<file path="src/rtl/uart_fifo_pkg.sv">
// Shared register map, STATUS/CTRL bit positions and TX FSM encoding for uart_fifo_io.
package uart_fifo_pkg;

  localparam logic [1:0] RegData    = 2'd0;
  localparam logic [1:0] RegStatus  = 2'd1;
  localparam logic [1:0] RegCtrl    = 2'd2;
  localparam logic [1:0] RegRxCount = 2'd3;

  localparam int unsigned StTxOvf = 4;
  localparam int unsigned StRxOvr = 5;

  localparam int unsigned CtrlTxEn    = 0;
  localparam int unsigned CtrlRxFlush = 1;
  localparam int unsigned CtrlRxIrqEn = 2;
  localparam int unsigned CtrlTxIrqEn = 3;

  typedef enum logic [1:0] {
    StIdle,
    StLoad,
    StWait
  } tx_state_e;

endpackage

</file>
<file path="src/rtl/sync_fifo.sv">
// Synchronous FIFO with flush; a pop of an empty FIFO is ignored and a push into a full
// FIFO lands only when a pop retires an entry on the same edge.
module sync_fifo #(
  parameter int unsigned Depth = 16,
  parameter int unsigned Width = 8
) (
  input  logic                   clk_i,
  input  logic                   rst_ni,
  input  logic                   push_i,
  input  logic                   pop_i,
  input  logic                   flush_i,
  input  logic [Width-1:0]       wdata_i,
  output logic [Width-1:0]       rdata_o,
  output logic [$clog2(Depth):0] count_o
);

  localparam int unsigned PtrW = $clog2(Depth);
  localparam logic [PtrW:0] FullCnt = (PtrW + 1)'(Depth);

  logic [Width-1:0] mem_q [Depth];
  logic [PtrW-1:0]  wr_ptr_q, rd_ptr_q;
  logic [PtrW:0]    count_q;
  logic             do_push, do_pop;

  assign do_pop  = pop_i && (count_q != '0);
  assign do_push = push_i && ((count_q != FullCnt) || do_pop);

  always_ff @(posedge clk_i or negedge rst_ni) begin
    if (!rst_ni) begin
      wr_ptr_q <= '0;
      rd_ptr_q <= '0;
      count_q  <= '0;
    end else if (flush_i) begin
      wr_ptr_q <= '0;
      rd_ptr_q <= '0;
      count_q  <= '0;
    end else begin
      if (do_push) wr_ptr_q <= wr_ptr_q + 1'b1;
      if (do_pop)  rd_ptr_q <= rd_ptr_q + 1'b1;
      if (do_push && !do_pop)      count_q <= count_q + 1'b1;
      else if (!do_push && do_pop) count_q <= count_q - 1'b1;
    end
  end

  always_ff @(posedge clk_i) begin
    if (do_push && !flush_i) mem_q[wr_ptr_q] <= wdata_i;
  end

  assign rdata_o = mem_q[rd_ptr_q];
  assign count_o = count_q;

endmodule

</file>
<file path="src/rtl/uart_fifo_io.sv">
// Memory-mapped buffered UART port: 4-byte register window, TX/RX FIFOs and TX launch FSM.
// Optional interrupt output and CTRL irq enables when UART_FIFO_IRQ_EN is defined.
module uart_fifo_io
  import uart_fifo_pkg::*;
#(
  parameter int unsigned       Depth    = 16,
  parameter int unsigned       Width    = 8,
  parameter int unsigned       AddrW    = 16,
  parameter logic [AddrW-1:0]  BaseAddr = 16'hFF10
) (
  input  logic             clk_i,
  input  logic             rst_ni,
  input  logic [AddrW-1:0] addr_i,
  input  logic             we_i,
  input  logic             re_i,
  input  logic [Width-1:0] bus_di_i,
  output logic [Width-1:0] bus_do_o,
  output logic             sel_o,
  output logic [Width-1:0] tx_data_o,
  output logic             tx_wr_o,
  input  logic             tx_done_i,
  input  logic [Width-1:0] rx_data_i,
  input  logic             rx_done_i
`ifdef UART_FIFO_IRQ_EN
  ,
  output logic             irq_o
`endif
);

  localparam int unsigned CntW = $clog2(Depth) + 1;
  localparam logic [CntW-1:0] FullCnt = CntW'(Depth);

  logic [1:0]       reg_off;
  logic             wr_data, wr_status, wr_ctrl, rd_data;
  logic             tx_pop, rx_flush, tx_busy;
  logic [CntW-1:0]  tx_count, rx_count;
  logic [Width-1:0] tx_head, rx_head;
  logic             tx_empty, tx_full, rx_empty, rx_full;
  logic             tx_ovf_q, tx_ovf_d, rx_ovr_q, rx_ovr_d;
  logic             tx_en_q, tx_en_d;
  logic [3:0]       ctrl_rd;
  tx_state_e        state_q;
  logic [Width-1:0] tx_data_q;
  logic             tx_wr_q;

  assign sel_o     = (addr_i[AddrW-1:2] == BaseAddr[AddrW-1:2]);
  assign reg_off   = addr_i[1:0];
  assign wr_data   = we_i && sel_o && (reg_off == RegData);
  assign wr_status = we_i && sel_o && (reg_off == RegStatus);
  assign wr_ctrl   = we_i && sel_o && (reg_off == RegCtrl);
  assign rd_data   = re_i && sel_o && (reg_off == RegData);
  assign rx_flush  = wr_ctrl && bus_di_i[CtrlRxFlush];
  assign tx_pop    = (state_q == StLoad);
  assign tx_busy   = (state_q != StIdle);

  assign tx_empty = (tx_count == '0);
  assign tx_full  = (tx_count == FullCnt);
  assign rx_empty = (rx_count == '0);
  assign rx_full  = (rx_count == FullCnt);

  sync_fifo #(.Depth(Depth), .Width(Width)) u_tx_fifo (
    .clk_i   (clk_i),
    .rst_ni  (rst_ni),
    .push_i  (wr_data),
    .pop_i   (tx_pop),
    .flush_i (1'b0),
    .wdata_i (bus_di_i),
    .rdata_o (tx_head),
    .count_o (tx_count)
  );

  sync_fifo #(.Depth(Depth), .Width(Width)) u_rx_fifo (
    .clk_i   (clk_i),
    .rst_ni  (rst_ni),
    .push_i  (rx_done_i),
    .pop_i   (rd_data),
    .flush_i (rx_flush),
    .wdata_i (rx_data_i),
    .rdata_o (rx_head),
    .count_o (rx_count)
  );

  // Set beats clear when a drop and a write-1-to-clear coincide.
  always_comb begin
    tx_ovf_d = tx_ovf_q;
    rx_ovr_d = rx_ovr_q;
    tx_en_d  = tx_en_q;
    if (wr_status && bus_di_i[StTxOvf]) tx_ovf_d = 1'b0;
    if (wr_status && bus_di_i[StRxOvr]) rx_ovr_d = 1'b0;
    if (wr_data && tx_full && !tx_pop) tx_ovf_d = 1'b1;
    if (rx_done_i && rx_full && !rd_data && !rx_flush) rx_ovr_d = 1'b1;
    if (wr_ctrl) tx_en_d = bus_di_i[CtrlTxEn];
  end

  always_ff @(posedge clk_i or negedge rst_ni) begin
    if (!rst_ni) begin
      tx_ovf_q <= 1'b0;
      rx_ovr_q <= 1'b0;
      tx_en_q  <= 1'b1;
    end else begin
      tx_ovf_q <= tx_ovf_d;
      rx_ovr_q <= rx_ovr_d;
      tx_en_q  <= tx_en_d;
    end
  end

`ifdef UART_FIFO_IRQ_EN
  logic rx_irq_en_q, tx_irq_en_q, irq_q;

  always_ff @(posedge clk_i or negedge rst_ni) begin
    if (!rst_ni) begin
      rx_irq_en_q <= 1'b0;
      tx_irq_en_q <= 1'b0;
      irq_q       <= 1'b0;
    end else begin
      if (wr_ctrl) begin
        rx_irq_en_q <= bus_di_i[CtrlRxIrqEn];
        tx_irq_en_q <= bus_di_i[CtrlTxIrqEn];
      end
      irq_q <= (rx_irq_en_q && !rx_empty) || (tx_irq_en_q && tx_empty) || tx_ovf_q || rx_ovr_q;
    end
  end

  assign irq_o   = irq_q;
  assign ctrl_rd = {tx_irq_en_q, rx_irq_en_q, 1'b0, tx_en_q};
`else
  assign ctrl_rd = {3'b000, tx_en_q};
`endif

  // rx_flush is a write-only strobe, so CTRL[1] always reads back as 0.
  always_comb begin
    bus_do_o = '0;
    if (sel_o) begin
      case (reg_off)
        RegData:   bus_do_o = rx_empty ? '0 : rx_head;
        RegStatus: bus_do_o = Width'({tx_busy, rx_ovr_q, tx_ovf_q, rx_full, rx_empty,
                                      tx_full, tx_empty});
        RegCtrl:   bus_do_o = Width'(ctrl_rd);
        default:   bus_do_o = Width'(rx_count);
      endcase
    end
  end

  always_ff @(posedge clk_i or negedge rst_ni) begin
    if (!rst_ni) begin
      state_q   <= StIdle;
      tx_data_q <= '0;
      tx_wr_q   <= 1'b0;
    end else begin
      case (state_q)
        StIdle: begin
          if (tx_en_q && !tx_empty) begin
            state_q   <= StLoad;
            tx_data_q <= tx_head;
            tx_wr_q   <= 1'b1;
          end
        end
        StLoad: begin
          state_q <= StWait;
          tx_wr_q <= 1'b0;
        end
        StWait: begin
          if (tx_done_i) state_q <= StIdle;
        end
        default: begin
          state_q <= StIdle;
          tx_wr_q <= 1'b0;
        end
      endcase
    end
  end

  assign tx_data_o = tx_data_q;
  assign tx_wr_o   = tx_wr_q;

endmodule

</file>
<file path="config.mk">
export PLATFORM = sky130hd
export DESIGN_NAME = uart_fifo_io
export DESIGN_NICKNAME = d
export VERILOG_FILES = /design/src/rtl/uart_fifo_pkg.sv /design/src/rtl/sync_fifo.sv /design/src/rtl/uart_fifo_io.sv
export SDC_FILE = /design/constraint.sdc
export NUM_CORES = 1
export LEC_CHECK = 0
export ABC_AREA = 1
export ABC_CLOCK_PERIOD_IN_PS = 1800
export CAP_MARGIN = 25
export CORE_UTILIZATION = 55
export DETAILED_ROUTE_END_ITERATION = 16
export HOLD_SLACK_MARGIN = 0.1
export PLACE_DENSITY_LB_ADDON = 0.2
export SLEW_MARGIN = 20
export SYNTH_ARGS = -nofsm -noshare
export SYNTH_HDL_FRONTEND = slang
export SYNTH_HIERARCHICAL = 1
export SYNTH_SLANG_ARGS = --single-unit
</file>
<file path="constraint.sdc">
create_clock -name clk_i -period 1.8 [get_ports clk_i]
set_input_delay 0.27 -clock clk_i [delete_from_list [all_inputs] [get_ports clk_i]]
set_output_delay 0.27 -clock clk_i [all_outputs]
set_load 0.05 [all_outputs]
</file>
**Word level (Yosys, flattened, before mapping)**

Memory sizes are Yosys's and may differ from the RTL's. A register that Yosys moved wholly into a read port is not among the register bits.
Cells that the tools add are included.

- Flip-flop bits (word level): 32
- RAM bits: 256
- Input bits: 38
- Memories: 2
- Output and inout bits: 18
- Logic and storage cells: 109

Memories:

| memory | depth | bits a word | read ports | clocked after Yosys merged registers in | wr ports | RTL line | RTL |
|---|---|---|---|---|---|---|---|
| u_rx_fifo.mem_q | 16 | 8 | 1 | 0 | 1 | sync_fifo.sv:20 | `logic [Width-1:0] mem_q [Depth];` |
| u_tx_fifo.mem_q | 16 | 8 | 1 | 1 | 1 | sync_fifo.sv:20 |  |

- Mux-type cells: 25
- Bitwise gates (word level): 1
- Add/sub/neg operators: 8
- Equal/unequal tests: 11
- Reductions and logical operators: 51

Operators by type and width:

| operator | count |
|---|---|
| $mux 5 | 5 |
| $logic_and 1x1->1 | 24 |
| $pmux 8 s3 | 1 |
| $add 4x1->4 const B | 4 |
| $mux 4 | 4 |
| $mux 8 | 2 |
| $eq 14x14->1 const B | 1 |
| $reduce_bool 2->1 | 6 |
| $add 5x1->5 const B | 2 |
| $eq 5x5->1 const B | 2 |
| $logic_not 5->1 | 2 |
| $ne 5x5->1 const B | 2 |
| $reduce_bool 5->1 | 2 |
| $sub 5x1->5 const B | 2 |
| $logic_not 1->1 | 9 |
| $mux 1 | 9 |
| $pmux 2 s3 | 1 |
| $reduce_and 2->1 | 3 |
| $eq 2x1->1 const B | 2 |
| $eq 2x2->1 const B | 2 |
| $logic_not 2->1 | 2 |
| $mux 2 | 2 |
| $ne 2x2->1 const B | 2 |
| $reduce_bool 3->1 | 1 |
| 3 further kinds | 4 |

**Longest topological paths before layout**

- Depth in word-level cells: 11
- Depth in mapped cells: 19
- Mapped depth without buffers: 19

**Modules after synthesis**

Netlist, hierarchy kept.

By module, submodules not included:

| module | instances | seq. area each (um^2) | cells each | area each (um^2) |
|---|---|---|---|---|
| sync_fifo (u_tx_fifo) | 1 | 4,169.0 | 505 | 6,002.0 |
| sync_fifo (u_rx_fifo) | 1 | 4,169.0 | 504 | 5,999.5 |
| uart_fifo_io | 1 | 351.6 | 139 | 924.6 |

**Least setup slack after synthesis**

Ideal clock, no wire load.

- Kind: register -> output
- Start point: register u_rx_fifo.rd_ptr_q[0]
- End point: output port bus_do_o[5]
- Buffers on the path: 3
- Data arrival time: 2.339 ns
- Stages on the path, launching flop included: 13
- Setup slack: -0.809 ns
- Data required time: 1.530 ns
- Cell sequence: dfrtp_1 > buf_6 > inv_2 > buf_6 > buf_6 > nor2_2 > nor2_1 > o21ai_1 > o211ai_1 > nand3_1 > nand2_1 > inv_1 > o21ai_0

- Longest elaborated chain between the ends: 4

Ends and longest elaborated chain:

| element | RTL line | RTL |
|---|---|---|
| start: declaration | sync_fifo.sv:21 | `logic [PtrW-1:0] wr_ptr_q, rd_ptr_q;` |
| start signal: assignment | sync_fifo.sv:39 | `if (do_pop) rd_ptr_q <= rd_ptr_q + 1'b1;` |
| $mem_v2 16x8 | n/a |  |
| via rx_head[5] | uart_fifo_io.sv:37 | `logic [Width-1:0] tx_head, rx_head;` |
| $mux 8 | uart_fifo_io.sv:135 | `RegData: bus_do_o = rx_empty ? '0 : rx_head;` |
| $pmux 8 s3 | uart_fifo_io.sv:134 | `case (reg_off)` |
| $mux 8 | uart_fifo_io.sv:133 | `if (sel_o) begin` |
| end: declaration | uart_fifo_io.sv:17 | `output logic [Width-1:0] bus_do_o,` |

The timed path passes the listed nets, and every way through them passes these cells.

**Final worst setup path**

- Start point: register u_rx_fifo.rd_ptr_q[0]
- End point: output port bus_do_o[1]

Same word-level chain as after synthesis.

==> flow_summary.json <==
{
  "intPower_mw": 12.40,
  "slew_viol_final": 0,
  "antenna_cells": 0,
  "synth_fa_ha_area_frac": 0.02052,
  "skew_ps": 13.87,
  "setup_ws_ps": -1120,
  "critPathLaunchType": "flip-flop",
  "netlist_instances": 1148,
  "final_util": 0.7675,
  "post-place-ws_ps": -821.0,
  "violations": "negative setup slack",
  "p_sw_mw": 4.279,
  "syn_to_final_growth_pct": 35.66,
  "htreeDepth": 1,
  "ys_ff_latch": 296,
  "num_vias": 9993,
  "drtAntennaViolNets": 0,
  "synthMuxAreaShare": 0,
  "ir_drop_uv": 882.4,
  "worstMarginPinSlew_ps": 701.2,
  "cp.arrival_ps": 2650,
  "critical_path_required_ps": 1530,
  "fmax_ghz": 0.3425,
  "finalWirelength_mm": 35.34,
  "gp_congestion": 0.8770,
  "rsz0062_at_grt": "yes",
  "synth_xor_area_frac": 0.004065,
  "cts_root_buffer": "clkbuf_16",
  "grt_pass1_wl_mm": 53.45,
  "clockBufferDepth": 3,
  "endpoint_kind": "primary output",
  "synth-warning-count": 6,
  "clkTransAtPathRegs_ps": 70,
  "wire_per_inst_um": 20.74,
  "drt-pass1-iter-count": 6,
  "r2r-start": "u_rx_fifo/count_o[1]",
  "cts-buffers-inserted": 30,
  "antenna_found_initial": 0,
  "path_cells": "clkinv_4 -> buf_12 -> buf_12 -> nor2_4 -> nor2_1 -> o21ai_1 -> o211ai_1 -> nand3_1 -> nand2_2 -> nand3_2 -> o211ai_1 -> nand2_1 -> clkinvlp_4 -> buf_8",
  "cellPowerDensity_nw_per_um2": 951.0,
  "io_buffer_count": 55,
  "swShare": 0.2566,
  "slowest_stage": "dfrtp_2",
  "vias_per_cell": 5.864,
  "rows": 55,
  "r2r_cells": 14,
  "power_leakage_nw": 6.609,
  "run_status": "finished with violations",
  "drive_gt1_frac": 0.2825,
  "ys_types": 34,
  "grt.total_usage": 0.2921,
  "fin_crit_sh": 1.622,
  "drc_errors": 0,
  "place_inst": 1615,
  "clock-sinks": 296,
  "critPathKind": "reg -> out",
  "path_buf_inv": 5,
  "die_h_um": 155.3,
  "synthSimpleGateAreaFrac": 0.1613,
  "clock_latency_ps": 550,
  "yosysSeqAreaShare": 0.6722,
  "start_util": 0.5658,
  "die_w_um": 155.3,
  "instances_no_fill": 1704,
  "top_level_ports": 56,
  "cts_tree": "yes",
  "max_stage_delay_ps": 460,
  "core-area_um2": 22850,
  "timing.final.crit_period_ps": 2920,
  "power.clock.fraction": 0.357,
  "hold_viol_final": 0,
  "hold_class": "in -> async",
  "syn_area_um2": 12930,
  "crit_fanout": 7,
  "syn_area_per_cell_um2": 11.26,
  "max-slew-margin-rel": 0.5325,
  "pwr-share-seq": 0.479,
  "grt_start_max_net_pins": 56,
  "first_iter_violations": 1183,
  "worstSetupStartpoint": "u_rx_fifo/rd_ptr_q[0]",
  "setup-violations-final": 48,
  "pwr-share-comb": 0.164,
  "dieArea_um2": 24120,
  "fin_nets": 1427,
  "grt_pass1_vias": 9816,
  "reg2reg_to": "u_rx_fifo/count_o[4]",
  "grt_overflow": 0,
  "maxCapViolCount": 0,
  "dp_hpwl_mm": 20.90,
  "synth_top_family_by_area": "simple AND/OR/NAND/NOR gates",
  "synth-compound-area-share": 0.1010,
  "r2r_slack_ps": -260,
  "critPathTopFamily": "buffers and inverters"
}
-- layout by cell type, fill, tap and decap left out, types with 33 or more instances in the layout --
cell type / count
clkbuf_16: 33
inv_1: 35
buf_4: 116
edfxtp_1: 256
nand3_1: 51
o211ai_1: 66
nor2_1: 192
dfrtp_1: 34
o21ai_0: 114
buf_12: 44
nand2_1: 123
-- worst register-to-register path, stage by stage, from the launching register on --
cell and delay (ps):
dfrtp_1 400, buf_6 130, nor2_4 120, nand3_2 110, nand2_2 120, nand3_4 130
fa_2 400, nand3_2 90, nand4_1 120, nand2_1 110, inv_1 40, nand2_1 50
nand2_1 50, nand2_1 50, nand2_1 40
-- metrics by stage --
| step | TNS [ps] | hold slack, ps | cell area (µm²) | power [mW] |
|---|---|---|---|---|
| 2_1_floorplan | -8092 | -25.59 | 13500 | 9.360 |
| 3_3_place_gp | -168450 | 363.5 | 15700 | 10.39 |
| 3_5_place_dp | -181810 | 352.6 | 15700 | 10.46 |
| 4_1_cts | -8392 | 306.0 | 17150 | 16.60 |
| 5_1_grt | -13200 | 363.1 | 17540 | 17.21 |
| 6_report | -9822 | 294.0 | 17540 | 16.68 |
-- cells in the mapped netlist (all sizes together) --
cell / count / share of area
ha: 18 / 0.017
nor3: 36 / 0.014
edfxtp: 256 / 0.59
inv: 49 / 0.014
nand4: 5 / 0.0029
a21oi: 10 / 0.0042
nand2: 139 / 0.041
nand3: 76 / 0.031
clkinv: 4 / 0.0012
o211ai: 66 / 0.038
xor2: 6 / 0.0041
clkbuf: 17 / 0.0049
buf: 40 / 0.020
nor3b: 2 / 0.0012
dfrtp: 39 / 0.076
o21ai: 149 / 0.058
fa: 2 / 0.0031
dfstp: 1 / 0.0020
a31oi: 1 / 0.00048
conb: 1 / 0.00029
nand3b: 2 / 0.0012
nor2: 229 / 0.071
-- repair_timing --
action                                  in CTS  in global routing
endpoints found under the hold margin       28                  0
cloned                                       4                  2
hold buffers                                 1                  0
setup buffers                               16                 19
pin swaps                                   50                 74
endpoints found under the setup margin     283                228
gates resized for setup                     91                 85
-- power groups by stage --
stage                     clock network (mW)  registers [mW]  logic (mW)
final                                   5.96            7.99        2.73
after global routing                    6.25            8.01        2.95
after CTS                               6.01            7.97        2.62
after detailed placement                   0            8.10        2.36
after global placement                     0            8.08        2.31
after floorplan                            0            8.13        1.23
-- how the worst max path moves through the flow --
| stage | to | depth (start not counted) |
|---|---|---|
| 3_3_place_gp | u_rx_fifo/count_o[4] | 19 |
| 3_5_place_dp | u_tx_fifo/count_o[4] | 17 |
| 6_report | bus_do_o[1] | 14 |
| 2_1_floorplan | u_rx_fifo/count_o[4] | 18 |
| 4_1_cts | bus_do_o[6] | 13 |
| 5_1_grt | bus_do_o[6] | 14 |
-- final cells by class --
type | instances | area (µm²)
fill | 1362 | 5311
timing repair buffer | 242 | 2696
sequential | 296 | 8696
clock inverter | 19 | 151.4
tap | 313 | 391.6
multi-input combinational | 746 | 4592
inverter | 53 | 217.7
clock buffer | 35 | 790.8
-- kinds of logic after synthesis --
kind of cell | after synthesis
AND/OR/NAND/NOR | 489
buffers and inverters | 110
flip-flops | 296
AO/OA/AOI/OAI | 226
adder cells (fa/ha/maj) | 20
XOR/XNOR | 6
other | 1
-- per-layer routing --
metal	up-vias	part of all wire	global-route usage
met1	4843	0.39	0.3980
met2	550	0.49	0.4749
met3	77	0.092	0.04986
li1	4523	-	-
met4	0	0.030	0.1092
met5	-	0	0
-- state kept, by name, indices dropped and copies added (netlist names) --
name                cells
u_tx_fifo/wr_ptr_q      4
state_q                 2
u_rx_fifo/count_o       5
u_tx_fifo/count_o       5
tx_data_o               8
u_rx_fifo/rd_ptr_q      4
u_tx_fifo/mem_q       128
u_rx_fifo/mem_q       128
u_tx_fifo/rd_ptr_q      4
tx_ovf_q                1
rx_ovr_q                1
tx_wr_o                 1
tx_en_q                 1
u_rx_fifo/wr_ptr_q      4
Note: power is estimated with default switching activity, not from simulation.
